==> config.mk <==
export PLATFORM = sky130hd
export DESIGN_NAME = result_deskew_writer
export DESIGN_NICKNAME = d
export VERILOG_FILES = /design/src/rtl/matmul_pkg.sv /design/src/rtl/lane_delay.sv /design/src/rtl/result_deskew_writer.sv
export SDC_FILE = /design/constraint.sdc
export NUM_CORES = 1
export LEC_CHECK = 0
export CAP_MARGIN = 20
export CORE_MARGIN = 10
export CORE_UTILIZATION = 48
export CTS_CLUSTER_DIAMETER = 30
export CTS_CLUSTER_SIZE = 20
export DETAILED_ROUTE_END_ITERATION = 10
export PLACE_DENSITY = 0.79
export SETUP_SLACK_MARGIN = 0.4
export SYNTH_ARGS = -nofsm -noshare
export SYNTH_HDL_FRONTEND = slang
export SYNTH_SLANG_ARGS = --single-unit
export TNS_END_PERCENT = 5
==> constraint.sdc <==
create_clock -name clk -period 16.55 [get_ports clk]
set_clock_uncertainty 0.15 [all_clocks]
set_input_delay 3.31 -clock clk [delete_from_list [all_inputs] [get_ports clk]]
set_output_delay 3.31 -clock clk [all_outputs]
set_load 0.02 [all_outputs]
==> src/rtl/matmul_pkg.sv <==
// Shared constants and types for the systolic matmul datapath.
package matmul_pkg;

    localparam int MATRIX_SIZE = 4;
    localparam int DATA_WIDTH  = 16;
    localparam int REG_WIDTH   = 16;
    localparam int VECTOR      = 2;
    localparam int BRAM_DEPTH  = 2;

    typedef enum logic [1:0] {
        IDLE  = 2'd0,
        WAIT  = 2'd1,
        DRAIN = 2'd2,
        DONE  = 2'd3
    } collector_state_t;

    typedef logic [DATA_WIDTH-1:0] elem_t;

endpackage

==> src/rtl/lane_delay.sv <==
// Fixed-depth shift register used to re-align one skewed output lane.
// DEPTH = 0 degenerates to a wire.
module lane_delay #(
    parameter int DEPTH = 1,
    parameter int WIDTH = 16
) (
    input  logic             clk,
    input  logic             reset,
    input  logic [WIDTH-1:0] din,
    output logic [WIDTH-1:0] dout
);

    generate
        if (DEPTH == 0) begin : g_pass
            // The last lane needs no delay; clock and reset are not used here.
            logic unused_ctrl;
            assign unused_ctrl = clk ^ reset;
            assign dout        = din;
        end else begin : g_shift
            logic [WIDTH-1:0] stage_reg [DEPTH];

            // Shift the lane one stage per cycle; reset clears every stage.
            always_ff @(posedge clk or posedge reset) begin
                if (reset) begin
                    for (int i = 0; i < DEPTH; i++) begin
                        stage_reg[i] <= '0;
                    end
                end else begin
                    stage_reg[0] <= din;
                    for (int i = 1; i < DEPTH; i++) begin
                        stage_reg[i] <= stage_reg[i-1];
                    end
                end
            end

            assign dout = stage_reg[DEPTH-1];
        end
    endgenerate

endmodule

==> src/rtl/result_deskew_writer.sv <==
// Result de-skew and BRAM row writer for the systolic matmul array.
// Lane j of every vector is delayed MATRIX_SIZE-1-j cycles so that a whole
// result row lines up, then one packed row per cycle is written out.
// Optional build macro RESULT_RELU_EN clamps negative elements to zero.
module result_deskew_writer
    import matmul_pkg::*;
#(
    parameter int LATENCY = 2*MATRIX_SIZE-1
) (
    input  logic                                  clk,
    input  logic                                  reset,
    input  logic                                  start,
    input  logic [VECTOR*MATRIX_SIZE*DATA_WIDTH-1:0] lane_in,
    output logic                                  wr_en,
    output logic [BRAM_DEPTH-1:0]                 wr_addr,
    output logic [VECTOR*MATRIX_SIZE*REG_WIDTH-1:0] wr_data,
    output logic                                  busy,
    output logic                                  done,
    output logic                                  overrun
);

    localparam int LANES       = VECTOR*MATRIX_SIZE;
    localparam int WAIT_CYCLES = LATENCY + MATRIX_SIZE - 1;
    localparam int CNT_W       = $clog2(WAIT_CYCLES + 1);
    localparam logic [CNT_W-1:0]      CNT_ONE  = CNT_W'(1);
    localparam logic [BRAM_DEPTH-1:0] ADDR_ONE = BRAM_DEPTH'(1);

    collector_state_t state_reg, state_next;
    logic [CNT_W-1:0] cnt_reg, cnt_next;

    logic                        wr_en_reg;
    logic [BRAM_DEPTH-1:0]       wr_addr_reg;
    logic [LANES*REG_WIDTH-1:0]  wr_data_reg;
    logic                        busy_reg;
    logic                        done_reg;
    logic                        overrun_reg;

    logic [LANES*REG_WIDTH-1:0]  row_next;

    // Per-lane deskew and element widening into the packed row.
    generate
        for (genvar gi = 0; gi < LANES; gi++) begin : g_lane
            localparam int J = gi % MATRIX_SIZE;
            logic [DATA_WIDTH-1:0] lane_aligned;

            lane_delay #(
                .DEPTH (MATRIX_SIZE-1-J),
                .WIDTH (DATA_WIDTH)
            ) u_delay (
                .clk   (clk),
                .reset (reset),
                .din   (lane_in[gi*DATA_WIDTH +: DATA_WIDTH]),
                .dout  (lane_aligned)
            );

`ifdef RESULT_RELU_EN
            assign row_next[gi*REG_WIDTH +: REG_WIDTH] =
                lane_aligned[DATA_WIDTH-1] ? '0 : REG_WIDTH'($signed(lane_aligned));
`else
            assign row_next[gi*REG_WIDTH +: REG_WIDTH] = REG_WIDTH'(lane_aligned);
`endif
        end
    endgenerate

    // Sequencer: wait for the first row to align, then drain MATRIX_SIZE rows.
    always_comb begin
        state_next = state_reg;
        cnt_next   = cnt_reg;
        case (state_reg)
            IDLE: begin
                if (start) begin
                    state_next = WAIT;
                    cnt_next   = CNT_W'(WAIT_CYCLES - 1);
                end
            end
            WAIT: begin
                if (cnt_reg == '0) begin
                    state_next = DRAIN;
                    cnt_next   = CNT_W'(MATRIX_SIZE - 1);
                end else begin
                    cnt_next = cnt_reg - CNT_ONE;
                end
            end
            DRAIN: begin
                if (cnt_reg == '0) begin
                    state_next = DONE;
                end else begin
                    cnt_next = cnt_reg - CNT_ONE;
                end
            end
            DONE: begin
                state_next = IDLE;
            end
            default: begin
                state_next = IDLE;
            end
        endcase
    end

    // State, counter and registered outputs; reset aborts immediately.
    always_ff @(posedge clk or posedge reset) begin
        if (reset) begin
            state_reg   <= IDLE;
            cnt_reg     <= '0;
            wr_en_reg   <= 1'b0;
            wr_addr_reg <= '0;
            wr_data_reg <= '0;
            busy_reg    <= 1'b0;
            done_reg    <= 1'b0;
            overrun_reg <= 1'b0;
        end else begin
            state_reg <= state_next;
            cnt_reg   <= cnt_next;
            wr_en_reg <= (state_next == DRAIN);
            busy_reg  <= (state_next != IDLE);
            done_reg  <= (state_next == DONE);
            // Address steps while draining and parks at zero otherwise.
            if (state_reg == DRAIN && state_next == DRAIN) begin
                wr_addr_reg <= wr_addr_reg + ADDR_ONE;
            end else begin
                wr_addr_reg <= '0;
            end
            // Capture the aligned row the cycle before it is written; hold otherwise.
            if (state_next == DRAIN) begin
                wr_data_reg <= row_next;
            end
            if (start && state_reg != IDLE) begin
                overrun_reg <= 1'b1;
            end
        end
    end

    assign wr_en   = wr_en_reg;
    assign wr_addr = wr_addr_reg;
    assign wr_data = wr_data_reg;
    assign busy    = busy_reg;
    assign done    = done_reg;
    assign overrun = overrun_reg;

endmodule

==> impl_metrics.json <==
{
  "outcome": "finished, final reports clean",
  "vias": 5395,
  "rows": 53,
  "drt-vias-per-instance": 4.663,
  "end_kind": "flip-flop",
  "cts_tree": "built",
  "seq_area_frac_synth_pct": 80.99,
  "path_class": "primary input to flip-flop",
  "synth.most_common_cell": "dfrtp_1",
  "dr.pass1.iters": 4,
  "async_flop_share_pct": 100.0,
  "synth_area_leaders": "dfrtp_1, mux2_1, mux2_2, buf_6, ha_1",
  "synthDominantCellAreaShare_pct": 80.99,
  "placed_area_mm2": 0.01317,
  "synth_enable_flop_cells": 0,
  "area_growth_pct": 45.86,
  "wl_per_cell_um": 19.39,
  "root_buffer": "clkbuf_16",
  "ys.flop_type": "dfrtp_1",
  "hold_slack_ns": 0.1905,
  "htreeDepth": 2,
  "avgSynthCellArea_um2": 19.28,
  "drive_above_1_share_pct": 15.87,
  "gp_congestion": 0.7750,
  "nNetsFinal": 977,
  "cp.required_ns": 16.81,
  "setup-violations-final": 0,
  "core-area_mm2": 0.02102,
  "dieHeight_um": 166.2,
  "cts-resized-gates": 0,
  "worst_pin_slew_ns": 0.9581,
  "syn-cell-area_mm2": 0.01026,
  "drtAntennaViolNets": 0,
  "synth_top_area_cell": "dfrtp_1",
  "stdcell_area_mm2": 0.01496,
  "n_antenna_cell": 0,
  "timing.final.crit_share_pct": 36.68,
  "netlist_instances": 532,
  "drcViolationCount": 0,
  "rsz0062_at_grt": "no",
  "finish.utilization_pct": 71.18,
  "slew_headroom_pct": 36.13,
  "grt.total_usage_pct": 16.29,
  "drv_slew": 0,
  "largest_reg_flops": 128,
  "critPathMostFrequentCell": "buf_4",
  "io_buffers": 264,
  "start_util_pct": 48.80,
  "die_area_mm2": 0.02762,
  "clkTransAtPathRegs_ns": 0.05,
  "hpwl_mm": 15.03,
  "routed_wl_mm": 22.43,
  "hold_viol_final": 0,
  "cp-start-kind": "primary input",
  "cts_buffer_depth": 3,
  "arrival_ns": 6.33,
  "leakage_nw": 6.534,
  "ctsHoldBuffers": 0,
  "post-cts-setup-buffers": 0,
  "finalCriticalPeriod_ns": 6.071,
  "total_power_mw": 3.104,
  "synth_common_cells": "dfrtp_1, mux2_1, mux2_2",
  "worst_path_max_delay_cell": "buf_4",
  "cp_cell_sequence": "clkdlybuf4s50_1 > o21ai_0 > o311a_1 > o211ai_4 > buf_4 > buf_4 > mux2_2",
  "hp-class": "flip-flop to flip-flop",
  "cts-buffers-inserted": 51,
  "max_freq_mhz": 164.7,
  "pin_count": 265,
  "grt_pass1_vias": 6433,
  "synth_cell_types": 31,
  "critPathMaxStageDelay_ns": 0.89,
  "tns_ns": 0,
  "synth_seq_cells": 332,
  "drt_iter0_markers": 248,
  "peakVddDrop_mv": 0.1243,
  "cap_violations": 0,
  "grt-ovfl-total": 0,
  "p_per_area_mw_per_mm2": 207.4,
  "syn_nets": 669,
  "die_width_um": 166.2,
  "ys_warn_count": 0,
  "grt_pass1_wl_mm": 36.12,
  "clk_latency_ns": 0.53,
  "cts_num_sinks": 332,
  "cp_max_fo": 74,
  "antenna_found_initial": 0,
  "grt_max_degree": 114
}
## layout make-up
type	count	area, um2
sequential	332	8308
tap	275	344.1
timing repair buffer	270	2708
multi-input combinational	174	1784
fill	1272	6058
clock buffer	70	1469
clock inverter	25	301.5
inverter	11	48.80
## final timing paths
check	start	end	slack (ns)	cells past startpoint
worst max-delay path	start	wr_data[87]	10.48	7
worst min-delay path	g_lane[0].u_delay.g_shift.stage_reg[23]	g_lane[0].u_delay.dout[7]	0.19	0
min in group asynchronous	reset	wr_data[66]	3.17	2
max in group asynchronous	reset	wr_data[86]	10.97	4
worst min register to register	g_lane[0].u_delay.g_shift.stage_reg[23]	g_lane[0].u_delay.dout[7]	0.19	0
worst max register to register	state_reg[1]	wr_data[87]	12.79	8
## cell usage in the layout, fill, tap and decap left out, drive strengths merged, types with 3 or more instances in the layout
| master | n |
|---|---|
| nand2b | 4 |
| nor2 | 5 |
| clkinvlp | 3 |
| nor3 | 4 |
| o21ai | 4 |
| clkinv | 15 |
| clkbuf | 70 |
| nand2 | 4 |
| ha | 6 |
| bufinv | 5 |
| clkdlybuf4s50 | 264 |
| inv | 13 |
| mux2 | 128 |
| dfrtp | 332 |
| buf | 6 |
## kinds of logic after synthesis
logic type | Yosys count | synth area share (%)
compound gates | 16 | 1.208
xor+xnor | 1 | 0.08539
fa+ha+maj | 6 | 0.7318
buf+inv | 26 | 1.708
flops | 332 | 80.99
mux | 128 | 14.05
simple gates | 23 | 1.232
## report_power, final
| part | leakage [nW] | internal, mW | total, mW | switching [mW] |
|---|---|---|---|---|
| registers | 3.88 | 1.01 | 1.12 | 0.110 |
| clock network | 0.867 | 0.701 | 1.06 | 0.358 |
| logic | 1.79 | 0.464 | 0.923 | 0.459 |
| total | 6.53 | 2.18 | 3.10 | 0.927 |
## layer usage
layer	routed length, um	GRT usage, %	up-vias
li1	-	-	2423
met1	8168	17.52	2751
met2	12340	29.32	190
met3	1499	5.442	31
met4	422	5.508	0
met5	0	0	-
## stage by stage
step / setup slack [ns] / instances
3_5_place_dp: 9.990 / 1061
5_1_grt: 10.34 / 1157
4_1_cts: 10.54 / 1156
2_1_floorplan: 3.894 / 532
3_3_place_gp: 10.13 / 1061
6_report: 10.48 / 1157
## worst max-delay path: cells and delay by family
kind,cells,cell delay [ns]
buf+inv,3,2.02
compound gates,3,0.45
mux,1,0.42
Power figures use the tool's default switching activity.
